[src/rtl/traffic_pkg.sv]
// Shared encodings for the two-approach intersection controller:
// phase codes and lamp-vector bit positions.
package traffic_pkg;

    typedef enum logic [3:0] {
        AR_A  = 4'd0,
        A_RY  = 4'd1,
        A_G   = 4'd2,
        A_Y   = 4'd3,
        PED   = 4'd4,
        AR_B  = 4'd5,
        B_RY  = 4'd6,
        B_G   = 4'd7,
        B_Y   = 4'd8,
        FLASH = 4'd9
    } phase_e;

    localparam int LAMP_W  = 7;
    localparam int L_A_RED = 6;
    localparam int L_A_YEL = 5;
    localparam int L_A_GRN = 4;
    localparam int L_B_RED = 3;
    localparam int L_B_YEL = 2;
    localparam int L_B_GRN = 1;
    localparam int L_WALK  = 0;

endpackage

[src/rtl/tl_phase_timer.sv]
// Phase dwell counter: synchronous clear, saturating increment.
module tl_phase_timer #(
    parameter int CNT_W = 16
) (
    input  logic             clk,
    input  logic             rst,
    input  logic             clr_i,
    output logic [CNT_W-1:0] cnt_o
);

    localparam logic [CNT_W-1:0] ONE = CNT_W'(1);

    logic [CNT_W-1:0] cnt_q, cnt_d;

    always_comb begin
        cnt_d = cnt_q;
        if (clr_i) begin
            cnt_d = '0;
        end else if (cnt_q != '1) begin
            cnt_d = cnt_q + ONE;
        end
    end

    always_ff @(posedge clk) begin
        if (rst) begin
            cnt_q <= '0;
        end else begin
            cnt_q <= cnt_d;
        end
    end

    assign cnt_o = cnt_q;

endmodule

[src/rtl/traffic_intersection_ctrl.sv]
// Main/side road intersection controller with demand-driven main green,
// latched pedestrian phase and night flashing-yellow mode.
module traffic_intersection_ctrl
    import traffic_pkg::*;
#(
    parameter int CNT_W        = 16,
    parameter int ALL_RED_T    = 2,
    parameter int RY_T         = 2,
    parameter int GREEN_MIN_T  = 4,
    parameter int GREEN_MAX_T  = 10,
    parameter int SIDE_GREEN_T = 5,
    parameter int YELLOW_T     = 3,
    parameter int PED_T        = 6,
    parameter int FLASH_HALF_T = 2
) (
    input  logic       clk,
    input  logic       rst,
    input  logic       side_req,
    input  logic       ped_btn,
    input  logic       night,
    output logic       a_red,
    output logic       a_yellow,
    output logic       a_green,
    output logic       b_red,
    output logic       b_yellow,
    output logic       b_green,
    output logic       walk,
    output logic [3:0] phase
);

    localparam logic [CNT_W-1:0] ALL_RED_L = CNT_W'(ALL_RED_T - 1);
    localparam logic [CNT_W-1:0] RY_L      = CNT_W'(RY_T - 1);
    localparam logic [CNT_W-1:0] GMIN_L    = CNT_W'(GREEN_MIN_T - 1);
    localparam logic [CNT_W-1:0] GMAX_L    = CNT_W'(GREEN_MAX_T - 1);
    localparam logic [CNT_W-1:0] SIDE_L    = CNT_W'(SIDE_GREEN_T - 1);
    localparam logic [CNT_W-1:0] YEL_L     = CNT_W'(YELLOW_T - 1);
    localparam logic [CNT_W-1:0] PED_L     = CNT_W'(PED_T - 1);
    localparam logic [CNT_W-1:0] FLASH_L   = CNT_W'(FLASH_HALF_T - 1);

    phase_e             state_q, state_d;
    logic               ped_q, ped_d;
    logic               flash_q, flash_d;
    logic [CNT_W-1:0]   cnt;
    logic               cnt_clr;
    logic               flash_tick;
    logic [LAMP_W-1:0]  lamps;

    tl_phase_timer #(
        .CNT_W (CNT_W)
    ) u_timer (
        .clk   (clk),
        .rst   (rst),
        .clr_i (cnt_clr),
        .cnt_o (cnt)
    );

    always_comb begin
        state_d = state_q;
        unique case (state_q)
            AR_A:  if (cnt == ALL_RED_L) state_d = night ? FLASH : A_RY;
            A_RY:  if (cnt == RY_L) state_d = A_G;
            A_G:   if ((cnt >= GMIN_L && (side_req || ped_q)) ||
                       cnt == GMAX_L) state_d = A_Y;
            A_Y:   if (cnt == YEL_L) state_d = ped_q ? PED : AR_B;
            PED:   if (cnt == PED_L) state_d = AR_B;
            AR_B:  if (cnt == ALL_RED_L) state_d = night ? FLASH : B_RY;
            B_RY:  if (cnt == RY_L) state_d = B_G;
            B_G:   if (cnt == SIDE_L) state_d = B_Y;
            B_Y:   if (cnt == YEL_L) state_d = AR_A;
            FLASH: if (!night) state_d = AR_A;
            default: state_d = AR_A;
        endcase
    end

    // In FLASH the timer doubles as the half-period divider.
    assign flash_tick = (state_q == FLASH) && (cnt == FLASH_L);
    assign cnt_clr    = (state_d != state_q) || flash_tick;

    always_comb begin
        flash_d = 1'b0;
        if (state_d == FLASH) begin
            if (state_q != FLASH) begin
                flash_d = 1'b1;
            end else begin
                flash_d = flash_tick ? ~flash_q : flash_q;
            end
        end
    end

    always_comb begin
        ped_d = (ped_q && !(state_d == PED && state_q != PED)) || ped_btn;
        if (state_q == FLASH || state_d == FLASH) begin
            ped_d = 1'b0;
        end
    end

    always_ff @(posedge clk) begin
        if (rst) begin
            state_q <= AR_A;
            ped_q   <= 1'b0;
            flash_q <= 1'b0;
        end else begin
            state_q <= state_d;
            ped_q   <= ped_d;
            flash_q <= flash_d;
        end
    end

    always_comb begin
        lamps = '0;
        unique case (state_q)
            AR_A, AR_B: begin
                lamps[L_A_RED] = 1'b1;
                lamps[L_B_RED] = 1'b1;
            end
            A_RY: begin
                lamps[L_A_RED] = 1'b1;
                lamps[L_A_YEL] = 1'b1;
                lamps[L_B_RED] = 1'b1;
            end
            A_G: begin
                lamps[L_A_GRN] = 1'b1;
                lamps[L_B_RED] = 1'b1;
            end
            A_Y: begin
                lamps[L_A_YEL] = 1'b1;
                lamps[L_B_RED] = 1'b1;
            end
            PED: begin
                lamps[L_A_RED] = 1'b1;
                lamps[L_B_RED] = 1'b1;
                lamps[L_WALK]  = 1'b1;
            end
            B_RY: begin
                lamps[L_A_RED] = 1'b1;
                lamps[L_B_RED] = 1'b1;
                lamps[L_B_YEL] = 1'b1;
            end
            B_G: begin
                lamps[L_A_RED] = 1'b1;
                lamps[L_B_GRN] = 1'b1;
            end
            B_Y: begin
                lamps[L_A_RED] = 1'b1;
                lamps[L_B_YEL] = 1'b1;
            end
            FLASH: begin
                lamps[L_A_YEL] = flash_q;
                lamps[L_B_YEL] = flash_q;
            end
            default: lamps = '0;
        endcase
    end

    assign a_red    = lamps[L_A_RED];
    assign a_yellow = lamps[L_A_YEL];
    assign a_green  = lamps[L_A_GRN];
    assign b_red    = lamps[L_B_RED];
    assign b_yellow = lamps[L_B_YEL];
    assign b_green  = lamps[L_B_GRN];
    assign walk     = lamps[L_WALK];
    assign phase    = state_q;

endmodule

[config.mk]
export PLATFORM = sky130hd
export DESIGN_NAME = traffic_intersection_ctrl
export DESIGN_NICKNAME = d
export VERILOG_FILES = /design/src/rtl/traffic_pkg.sv /design/src/rtl/tl_phase_timer.sv /design/src/rtl/traffic_intersection_ctrl.sv
export SDC_FILE = /design/constraint.sdc
export NUM_CORES = 1
export LEC_CHECK = 0
export BUFFER_PORTS_ARGS = -buffer_cell sky130_fd_sc_hd__buf_2
export CAP_MARGIN = 20
export CORE_ASPECT_RATIO = 1.4
export CORE_UTILIZATION = 25
export CTS_CLUSTER_DIAMETER = 40
export DETAILED_ROUTE_END_ITERATION = 8
export PLACE_DENSITY = 0.5
export SYNTH_ARGS = -nofsm -noshare
export SYNTH_HDL_FRONTEND = slang
export SYNTH_SLANG_ARGS = --single-unit
[constraint.sdc]
create_clock -name clk -period 2.7 [get_ports clk]
set_input_delay 0.405 -clock clk [delete_from_list [all_inputs] [get_ports clk]]
set_output_delay 0.405 -clock clk [all_outputs]
set_load 0.005 [all_outputs]
Word-level counts from Yosys, hierarchy flattened --
Cells that the tools add are included.
Storage, ports and cells: register bits after elaboration 22
Cells by class: $add $sub $neg 1, order comparisons 1, equal/unequal tests 20, muxes and demuxes 23, bitwise logic cells 2, reductions and logical operators 19
Operators by type and width (count):
- $mux W4 | 12
- $pmux W4 S10 | 1
- $eq A16 B3 Y1 const B | 2
- $eq A4 B3 Y1 const B | 5
- $add A16 B1 Y16 const B | 1
- $eq A16 B1 Y1 const B | 1
- $eq A16 B2 Y1 const B | 1
- $eq A16 B4 Y1 const B | 1
- $ge A16 B2 Y1 const B | 1
- $ne A16 B16 Y1 const B | 1
- $reduce_or A7 Y1 | 2
- $eq A4 B4 Y1 const B | 3
- $reduce_or A2 Y1 | 5
- $eq A4 B2 Y1 const B | 2
- $mux W1 | 8
- $logic_or A1 B1 Y1 | 5
- $eq A4 B1 Y1 const B | 1
- $logic_and A1 B1 Y1 | 4
- $logic_not A4 Y1 | 1
- $ne A4 B3 Y1 const B | 1
- $ne A4 B4 Y1 | 1
- $ne A4 B4 Y1 const B | 1
- $pmux W1 S2 | 2
- $not A1 Y1 | 2
- other kinds (2) | 2

Longest topological paths before layout --
Gate-level depths: netlist (run 1).
depth after elaboration 10, depth in mapped cells 10

Cells and area by module --
Synthesis (run 1) repeated with hierarchy kept, for this count alone.
Second synthesis, totals: cells, all modules 195, area, all modules 1629.1 um^2
Modules (own cells, without submodules):
- tl_phase_timer | times used 1, cells each 93, area each 835.8 um^2, seq. area each 320.3 um^2
- traffic_intersection_ctrl | times used 1, cells each 102, area each 793.3 um^2, seq. area each 120.1 um^2

Worst setup path before layout (run 1) --
OpenSTA, ideal clock, no wires.
path type flip-flop to flip-flop, start register u_timer.cnt_q[12] (netlist: u_timer.cnt_o[12]), end register u_timer.cnt_q[0] (netlist: u_timer.cnt_o[0]), arrival time 2.328 ns, required time 2.574 ns, path slack 0.247 ns, stages on the path, launching flop included 9, buffers on the path 1, cells stage by stage dfxtp_1 > or4_4 > nor4_4 > nand3_1 > o31ai_1 > nor3_2 > xnor2_2 > buf_2 > nor4_2
On the way: cells in the longest elaborated chain, start to end 8, elaborated cells on any way between the ends 23
RTL lines:
- from (decl) | RTL line tl_phase_timer.sv:13 | logic [CNT_W-1:0] cnt_q, cnt_d;
- from (signal assigned) | RTL line tl_phase_timer.sv:28 | cnt_q <= cnt_d;
- $ge A16 B2 Y1 | RTL line traffic_intersection_ctrl.sv:62 | A_G: if ((cnt >= GMIN_L && (side_req || ped_q)) ||
- $logic_and A1 B1 Y1 | RTL line traffic_intersection_ctrl.sv:62
- $logic_or A1 B1 Y1 | RTL line traffic_intersection_ctrl.sv:62
- $mux W4 | RTL line traffic_intersection_ctrl.sv:62
- $pmux W4 S10 | RTL line traffic_intersection_ctrl.sv:59 | unique case (state_q)
- $ne A4 B4 Y1 | RTL line traffic_intersection_ctrl.sv:77 | assign cnt_clr = (state_d != state_q) || flash_tick;
- $logic_or A1 B1 Y1 | RTL line traffic_intersection_ctrl.sv:77
- $reduce_or A2 Y1 (no line)
Several ways; a longest one is shown, not always the timed one. A chain may end at the register's enable or synchronous reset.

Final worst setup path (run 1) --
start register u_timer.cnt_q[4] (netlist: u_timer.cnt_o[4]), end register u_timer.cnt_q[13] (netlist: u_timer.cnt_o[13])
The elaborated chain is that of the path after synthesis.

==> results of run 1 <==
[logic make-up after synthesis]
kind of cell,Yosys count,share of synthesized area [%]
multiplexers,2,1.25
AO/OA/AOI/OAI,29,12.9
buffers and inverters,16,4.45
adder cells (fa/ha/maj),4,3.12
flip-flops,22,27.5
AND/OR/NAND/NOR,106,41.5
XOR/XNOR,14,9.29
[worst max-delay path by stage]
stage	startpoint	endpoint	slack [ns]	depth (start not counted)
3_3_place_gp	u_timer.cnt_o[4]	u_timer.cnt_o[13]	0.13	8
5_1_grt	u_timer.cnt_o[4]	u_timer.cnt_o[13]	0.003	8
3_5_place_dp	u_timer.cnt_o[4]	u_timer.cnt_o[13]	0.07	8
6_report	u_timer.cnt_o[4]	u_timer.cnt_o[13]	0.16	8
4_1_cts	u_timer.cnt_o[4]	u_timer.cnt_o[13]	0.04	8
2_1_floorplan	u_timer.cnt_o[12]	u_timer.cnt_o[0]	0.25	8
[cell usage after synthesis, types with 3 or more instances]
cell type / instances
nor2_1: 19
a21oi_1: 5
nor2b_1: 7
ha_1: 4
o211ai_1: 3
dfxtp_1: 22
nand2b_1: 3
and2_1: 3
xnor2_1: 6
nor4_2: 10
o21ai_0: 6
xor2_1: 6
nor4_1: 9
nand2_1: 17
or4_1: 4
inv_1: 5
nand4_1: 7
nand3_1: 9
buf_2: 3
and3_1: 3
nor3_1: 3
a31oi_1: 3
clkbuf_1: 5
[state kept, by name, summed over array words and instances, names as in the netlist]
| register | cells |
|---|---|
| phase | 4 |
| u_timer.cnt_o | 16 |
| ped_q | 1 |
| flash_q | 1 |
[per-stage QoR]
step	std cells	hold slack, ns	setup WS (ns)
floorplan	193	0.477	0.247
global placement	294	0.571	0.129
detailed placement	294	0.572	0.0711
CTS	297	0.370	0.0421
global route	297	0.401	0.00291
finish	297	0.383	0.160
[critical path, stage by stage (launching register included)]
cell and delay, ns:
dfxtp_1 0.35, or4_1 0.61, nor4_4 0.28, a211oi_1 0.13, a221oi_2 0.19, and4b_4 0.32
xnor2_4 0.08, buf_12 0.16, a2111oi_1 0.31
[area by class of cell]
cell class	count	area, um^2	share of cell area [%]
timing repair buffer	40	300	15.1
inverter	5	18.8	0.942
clock buffer	3	41.3	2.07
sequential	22	440	22.1
multi-input combinational	155	1100	55.3
tap	72	90.1	4.52
[metal layers]
layer / share of wire [%] / vias up / global-route usage [%] / routed length (um)
li1: - / 785 / - / -
met1: 41 / 748 / 15.5 / 1880
met2: 52 / 52 / 25.6 / 2340
met3: 3.8 / 15 / 2.29 / 171
met4: 3.0 / 0 / 4.92 / 136
met5: 0 / - / 0 / 0
[power breakdown]
group          switching [mW]  internal, mW
sequential             0.0414         0.354
combinational           0.499         0.404
clock                   0.109        0.0997
total                   0.650         0.858
==> out/metrics.csv, run 1 <==
metric,value,unit
largest net degree at the start of global routing,17,
Fill cells,677,
gp weighted congestion,0.852,
DR pass1 iterations,4,
async set or reset register ratio after synthesis,0,%
Detail Route Antenna Nets,0,
grt total ovfl,0,
core area,6210,um^2
FF-to-FF End,u_timer.cnt_o[13],
initial antenna violation count,0,
RSZ-0062 raised after global routing,false,
htree depth,1,
HPWL after detailed placement,3.47,mm
VDD IR max,250,uV
drt via density,5.39,
placed instance area,1940,um^2
Final Hold Vio Count,0,
via count of the routed design,1600,
Post-synth EDFFs,0,
post-synth design cell area,1600,um^2
total wire length,4.52,mm
final core occ,32.1,%
warnings from Yosys,0,
fin nets,236,
worst hold path type,input port to flip-flop,
post-DR wirelength/cell,15.2,um
Port Buf Inserts,15,
ys flop type,dfxtp_1,
Final setup viols,0,
Fin Setup TNS,0,ns
total CTS buffers,3,
pins over their slew limit,0,
most frequent cells in the layout,"dfxtp_1, buf_4, nor2_1",
die area,6740,um^2
GRT Overall Usage,13.8,%
leakage,0.754,nW
Starting Density,25.8,%
worst slew pin tran,0.392,ns
hold buffers post-CTS,0,
PD cells,757,nW/um^2
Syn-to-layout area delta,24.3,%
kind of critical path,flip-flop to flip-flop,
worst hold path depth,2,
I/O pin count,16,
Die Wd,69.7,um
Peak Freq,0.394,GHz
Yosys reg bits,22,
fin crit share,94.1,%
area fraction of the dominant cell type after synthesis,27.5,%
# diodes,0,
Crit Path Max Fanout,16,
Die Ht,96.7,um
CP required,2.85,ns
# clock sinks,22,
post-synth cell types,47,
syn nets,202,
Hold EP,phase[2],
post-CTS setup buffers,0,
R2R depth,8,
reg-to-reg critical path startpoint,u_timer.cnt_o[4],
worst rel slew slack,73.2,%
clock root cell,clkbuf_8,
crit path launch type,flip-flop,
Row Count,34,
"Gates resized, CTS repair",0,
Avg Inst Size Synth,8.30,um^2
min cycle time layout,2.54,ns
Clock Latency Late Sink,0.26,ns
first-pass GRT wire length,7.54,mm
clock-pin slew on the worst setup and hold paths,0.08,ns
Clock Path Buffers,2,
Mapped Cells,193,
overall power,1.51,mW
share of layout cells above drive strength 1,28.4,%
DRC,0,
final non-filler cell area,1990,um^2
Synth area leaders,"dfxtp_1, nor4_2, nor2_1, nand2_1, nor4_1",
post-synthesis sequential area ratio,27.5,%
Starting DRT DRC Count,79,
Worst Skew,0.00623,ns
vias in the first global route,1528,
cell taking the most area after synthesis,dfxtp_1,
status,"finished, final reports clean",
Max-cap violations,0,
Hold Crit Start,rst,
TritonCTS clock tree,done,
worst reg-to-reg setup slack,0.16,ns
Critical Path AT,2.69,ns
Critical Path Sink Type,flip-flop,
(Power assumes the default switching activity.)
==> inputs of run 2 (changes only) <==
--- a/config.mk
+++ b/config.mk
@@ -5,9 +5,11 @@
 export SDC_FILE = /design/constraint.sdc
 export NUM_CORES = 1
 export LEC_CHECK = 0
+export ABC_AREA = 1
 export BUFFER_PORTS_ARGS = -buffer_cell sky130_fd_sc_hd__buf_2
 export CAP_MARGIN = 20
 export CORE_ASPECT_RATIO = 1.4
+export CORE_MARGIN = 2
 export CORE_UTILIZATION = 25
 export CTS_CLUSTER_DIAMETER = 40
 export DETAILED_ROUTE_END_ITERATION = 8
==> run 2 against run 1 <==
  * Power down 12%
  * Register-to-register slack better by 0.45 ns
  * Synthesized area up 7.7%
  * Final cell count up 22%
  * Global-route usage down 2.7 points
  * Sequential power up 1%
  * Fmax up 21%
  * Synthesized cell count up 31%
  * Critical path type unchanged
  * Critical endpoint is now u_timer.cnt_o[9]
  * Largest cell class unchanged
==> out/metrics.csv, run 2 <==
metric,value,unit,change
Max-cap violations,0,,unchanged
Die Wd,74.2,um,+6.5%
max reg flops,16,,unchanged
syn nets,261,,+29%
PD cells,677,nW/um^2,-11%
grt peak-use layer,met2,,
"worst slack, placed",0.597,ns,+0.526 ns
first-pass GRT wire length,6.69,mm,-11%
Peak Freq,0.478,GHz,+21%
initial antenna violation count,0,,unchanged
# clock sinks,22,,unchanged
Clock Path Buffers,2,,unchanged
RSZ-0062 raised after global routing,false,,
top-count cell post-synth,nand2_1,,
slowest cell on the critical path,dfxtp_1,,
worst reg-to-reg setup slack,0.61,ns,+0.45 ns
area fraction of the dominant cell type after synthesis,25.5,%,-2.0 points
Worst Skew,0.00600,ns,-0.000222 ns
DRC,0,,unchanged
async set or reset register ratio after synthesis,0,%,unchanged
status,"finished, final reports clean",,
DR pass1 iterations,4,,unchanged
routing usage on met2,20.7,%,-4.9 points
Avg Inst Size Synth,6.85,um^2,-18%
Hold Crit Start,ped_btn,,
# diodes,0,,unchanged
Starting DRT DRC Count,67,,-15%
FF-to-FF End,u_timer.cnt_o[9],,
placed instance area,1890,um^2,-2.6%
Critical Path Sink Type,flip-flop,,
fin crit share,77.4,%,-17 points
Starting Density,26.1,%,+0.29 points
htree depth,1,,unchanged
Final setup viols,0,,unchanged
CP Launch Point,phase[1],,
CP peak stage delay,0.55,ns,-0.06 ns
crit path launch type,flip-flop,,
Final Hold Vio Count,0,,unchanged
vias in the first global route,1509,,-1.2%
crit-path cells,inv_2 > nand2_1 > nor3_2 > nand2_1 > nand2_1 > nor3_2 > nand3_1 > nand2_2 > nand3_4 > nor2_1,,
"top cells by count, synth","nand2_1, nor2_1, inv_1",,
fin nets,279,,+18%
Synth area leaders,"dfxtp_1, nand2_1, nor2_1, nor2_4, inv_1",,
HPWL after detailed placement,3.20,mm,-7.6%
post-DR wirelength/cell,10.9,um,-29%
gp weighted congestion,0.857,,+0.55%
Post-Place Cells,357,,+21%
TritonCTS clock tree,done,,
grt total ovfl,0,,unchanged
core area,6610,um^2,+6.5%
final core occ,29.7,%,-2.4 points
Yosys reg bits,22,,unchanged
post-synth cell types,31,,-34%
most frequent cells in the layout,"nand2_1, nor2_1, inv_1",,
share of layout cells above drive strength 1,25.7,%,-2.8 points
Critical Path AT,2.29,ns,-0.40 ns
total CTS buffers,3,,unchanged
Syn-to-layout area delta,13.6,%,
VDD IR max,303,uV,+21%
pins over their slew limit,0,,unchanged
CP Buf/Inv Count,1,,unchanged
worst slew pin tran,0.401,ns,+0.00900 ns
clock-pin slew on the worst setup and hold paths,0.09,ns,about the same
post-synth design cell area,1730,um^2,+7.7%
hold buffers post-CTS,0,,unchanged
largest net degree at the start of global routing,17,,unchanged
warnings from Yosys,0,,unchanged
cell taking the most area after synthesis,dfxtp_1,,
met3 GRT Util,1.48,%,-0.81 points
ys flop type,dfxtp_1,,
Crit Path Max Fanout,16,,unchanged
most frequent standard cell in the layout excluding fill and tap cells,nand2_1,,
post-synthesis sequential area ratio,25.5,%,-2.0 points
Die Ht,102,um,+5.7%
worst hold path type,input port to flip-flop,,
final non-filler cell area,1960,um^2,-1.6%
kind of critical path,flip-flop to flip-flop,,
R2R depth,10,,+2
Row Count,35,,+2.9%
CP required,2.90,ns,+0.05 ns
total wire length,3.93,mm,-13%
"Gates resized, CTS repair",0,,unchanged
I/O pin count,16,,unchanged
leakage,0.866,nW,+15%
Hold EP,ped_q,,
clock root cell,clkbuf_8,,
Clock Latency Late Sink,0.27,ns,about the same
post-CTS setup buffers,0,,unchanged
Post-synth EDFFs,0,,unchanged
cell mode on critical path,nand2_1,,
Detail Route Antenna Nets,0,,unchanged
GRT Overall Usage,11.1,%,-2.7 points
worst rel slew slack,73.3,%,+0.075 points
die area,7590,um^2,+13%
Setup WS post-layout,0.609,ns,+0.449 ns
min cycle time layout,2.09,ns,-0.449 ns
drt via density,4.25,,-21%
reg-to-reg critical path startpoint,phase[1],,
met1 usage,12.7,%,-2.8 points
via count of the routed design,1535,,-4.1%
Fin Setup TNS,0,ns,unchanged
Port Buf Inserts,15,,unchanged
Top delay family on crit path,simple AND/OR/NAND/NOR gates,,
final cell count without fillers,361,,+22%
worst hold path depth,3,,+1
Mapped Cells,252,,+31%
## run 2: area by class of cell
| type | instances | area, um^2 |
|---|---|---|
| clock buffers | 3 | 41.3 |
| clock inverters | 1 | 30.0 |
| fillers | 752 | 4650 |
| inverters | 34 | 128 |
| multi-input cells | 192 | 1120 |
| flip-flops and latches | 22 | 440 |
| well taps | 92 | 115 |
| repair buffers | 17 | 90.1 |
## run 2: report_power, final
group	total [mW]	leakage, nW	internal, mW	switching, mW
registers	0.401	0.178	0.355	0.0459
clock network	0.317	0.0357	0.198	0.119
logic	0.609	0.652	0.202	0.407
## run 2: worst max-delay path by stage
stage / cells after the start / endpoint
after floorplan: 15 / u_timer.cnt_o[10]
after global placement: 10 / u_timer.cnt_o[14]
after detailed placement: 11 / u_timer.cnt_o[7]
after CTS: 11 / u_timer.cnt_o[7]
after global routing: 11 / u_timer.cnt_o[5]
final: 10 / u_timer.cnt_o[9]
## run 2: worst register-to-register path: stages, from the launching register on
cell,delay [ns]
dfxtp_1,0.55
inv_2,0.11
nand2_1,0.15
nor3_2,0.07
nand2_1,0.10
nand2_1,0.07
nor3_2,0.26
nand3_1,0.13
nand2_2,0.10
nand3_4,0.30
nor2_1,0.19
## run 2: kinds of logic after synthesis
kind of cell,after synthesis,share of synthesized area [%]
flops,22,25.5
compound gates,16,5.22
xor+xnor,14,7.11
simple gates,158,49.5
buf+inv,38,9.79
fa+ha+maj,4,2.90
## run 2: layer usage
layer	share of wire, %	up-vias
met5	0	-
met4	1.8	0
met3	3.1	6
met2	51	29
met1	44	680
li1	-	820
## run 2: through the flow
| step | hold slack (ns) | power, mW |
|---|---|---|
| finish | 0.364 | 1.33 |
| detailed placement | 0.598 | 1.03 |
| global placement | 0.576 | 1.03 |
| CTS | 0.358 | 1.34 |
| global route | 0.364 | 1.43 |
| floorplan | 0.474 | 0.940 |
==> inputs of run 3 (changes only) <==
--- a/config.mk
+++ b/config.mk
@@ -5,7 +5,7 @@
 export SDC_FILE = /design/constraint.sdc
 export NUM_CORES = 1
 export LEC_CHECK = 0
-export ABC_AREA = 1
+export ABC_AREA = 0
 export BUFFER_PORTS_ARGS = -buffer_cell sky130_fd_sc_hd__buf_2
 export CAP_MARGIN = 20
 export CORE_ASPECT_RATIO = 1.4
==> constraint.sdc (replaced) <==
create_clock -name clk -period 2.1 [get_ports clk]
set_input_delay 0.315 -clock clk [delete_from_list [all_inputs] [get_ports clk]]
set_output_delay 0.315 -clock clk [all_outputs]
set_load 0.005 [all_outputs]
==> run 3 against run 2 <==
  * The flow now finishes with violations (negative setup slack)
  * Via count is 12% higher
  * Final cell count is 5.5% lower
  * Highest routed layer unchanged
  * Register-to-register slack worse by 0.99 ns
  * Non-clock buffer count is 66 higher
  * Critical path type unchanged
  * Routed wire length is 31% higher
  * Final area is 29% higher
  * Fmax is 16% lower
  * Sequential power is 24% higher
==> out/metrics.csv, run 3 (synthesized netlist as in run 1, its figures left out) <==
metric,value,unit,change
status,finished with violations,,
failing checks,negative setup slack,,
DR pass1 iterations,4,,unchanged
Final Hold Vio Count,0,,unchanged
worst rel slew slack,65.3,%,-8.0 points
drt via density,5.02,,+18%
CP Launch Point,u_timer.cnt_o[9],,
htree depth,1,,unchanged
die area,7080,um^2,-6.8%
HPWL after detailed placement,3.89,mm,+22%
slowest cell on the critical path,or4_4,,
Fin Setup TNS,-6.61,ns,-6.61 ns
Die Ht,98.7,um,-3.5%
Final setup viols,21,,+21
gp weighted congestion,0.912,,+6.5%
most frequent cells in the layout,"buf_4, nor2_1, nand2_1, dfxtp_1, buf_2",,
sequential cell area,447,um^2,+1.4%
R2R depth,9,,-1
most frequent standard cell in the layout excluding fill and tap cells,buf_4,,
initial antenna violation count,0,,unchanged
CP peak stage delay,0.55,ns,about the same
pins over their slew limit,0,,unchanged
max reg flops,16,,unchanged
Clock Latency Late Sink,0.26,ns,about the same
Starting Density,25.8,%,-0.29 points
CP Capture Point,u_timer.cnt_o[15],,
fin nets,279,,unchanged
Starting DRT DRC Count,30,,-55%
total CTS buffers,3,,unchanged
TritonCTS clock tree,done,,
Port Buf Inserts,15,,unchanged
Critical Path AT,2.63,ns,+0.34 ns
final core occ,40.9,%,+11 points
leakage,1.02,nW,+18%
Peak Freq,0.404,GHz,-16%
Post-Place Cells,327,,-8.4%
Critical Path Sink Type,flip-flop,,
worst hold path type,input port to flip-flop,,
worst reg-to-reg setup slack,-0.38,ns,-0.99 ns
Row Count,34,,-2.9%
Max-cap violations,0,,unchanged
placed instance area,2210,um^2,+17%
hold_ws,0.310,ns,-0.0541 ns
share of layout cells above drive strength 1,49.4,%,+24 points
largest net degree at the start of global routing,14,,-3
clock root cell,clkbuf_8,,
fin crit share,118,%,+40 points
first-pass GRT wire length,8.40,mm,+26%
clock-pin slew on the worst setup and hold paths,0.08,ns,about the same
Clock Path Buffers,2,,unchanged
Die Wd,71.7,um,-3.4%
kind of critical path,flip-flop to flip-flop,,
I/O pin count,16,,unchanged
crit path launch type,flip-flop,,
# clock sinks,22,,unchanged
Syn-to-layout area delta,58.3,%,
Crit Path Max Fanout,5,,-11
reg-to-reg critical path startpoint,u_timer.cnt_o[9],,
# diodes,0,,unchanged
Detail Route Antenna Nets,0,,unchanged
GRT Overall Usage,15.0,%,+3.9 points
Multi-input gate area,1250,um^2,+12%
worst slew pin tran,0.507,ns,+0.107 ns
RSZ-0062 raised after global routing,true,,
Worst Skew,0.00277,ns,-0.00324 ns
Fill cells,633,,-16%
core area,6210,um^2,-6.1%
final cell count without fillers,341,,-5.5%
min cycle time layout,2.48,ns,+0.386 ns
final non-filler cell area,2540,um^2,+29%
DRC,0,,unchanged
via count of the routed design,1712,,+12%
Setup WS post-layout,-0.377,ns,-0.986 ns
FF-to-FF End,u_timer.cnt_o[15],,
VDD IR max,520,uV,+71%
"worst slack, placed",-0.380,ns,-0.977 ns
grt total ovfl,0,,unchanged
overall power,2.48,mW,+87%
post-DR wirelength/cell,15.1,um,+38%
total wire length,5.14,mm,+31%
PD cells,978,nW/um^2,+44%
crit-path cells,or4_4 > nor4_4 > buf_4 > a211oi_2 > a221oi_2 > and4b_4 > xnor2_4 > buf_6 > nor4_2,,
hold buffers post-CTS,0,,unchanged
vias in the first global route,1804,,+20%
CP required,2.25,ns,-0.65 ns
## run 3: cell types whose count changed in the layout (fill, tap and decap cells not counted), sizes merged, moves of 7 or more
cell / previous run / this run
nor2: 64 / 19
buf: 17 / 82
inv: 34 / 5
nand2: 59 / 17
nand3: 19 / 9
nor4: 0 / 20
nor2b: 0 / 7
## run 3: final cells by class
| type | count | area share, % |
|---|---|---|
| multi-input combinational | 155 | 49.2 |
| timing repair buffer | 83 | 26.1 |
| sequential | 22 | 17.6 |
| tap | 72 | 3.55 |
| clock buffer | 3 | 1.63 |
| clock inverter | 1 | 1.18 |
| inverter | 5 | 0.740 |
## run 3: what timing repair did
action	in CTS	in global routing
buffers inserted	6	4
gates cloned	2	0
gates resized for setup	19	17
setup endpoints to repair	21	22
pin swaps	10	6
## run 3: how the worst min path moves through the flow
stage | start | end | slack, ns | cells past startpoint
floorplan | rst | phase[2] | 0.39 | 1
global placement | rst | phase[0] | 0.57 | 2
detailed placement | rst | phase[0] | 0.56 | 2
CTS | rst | phase[0] | 0.30 | 2
global route | rst | phase[3] | 0.32 | 2
finish | rst | phase[3] | 0.31 | 2
## run 3: routing by layer
| layer | vias up | share of wire [%] | GRT usage, % |
|---|---|---|---|
| met5 | - | 0 | 0 |
| met4 | 0 | 3.2 | 7.26 |
| met3 | 15 | 2.3 | 1.74 |
| met2 | 35 | 56 | 28.7 |
| met1 | 792 | 38 | 15.8 |
| li1 | 870 | - | - |
## run 3: critical path: cells and delay by family, from the launching register on
family          cells  cell delay, ns
compound gates      2            0.22
flops               1            0.34
xor+xnor            1            0.17
buf+inv             2            0.37
simple gates        4            1.26
## run 3: power breakdown
part	switching (mW)	leakage (nW)	internal, mW
clock network	0.146	0.0357	0.255
registers	0.0427	0.181	0.455
logic	0.823	0.802	0.760
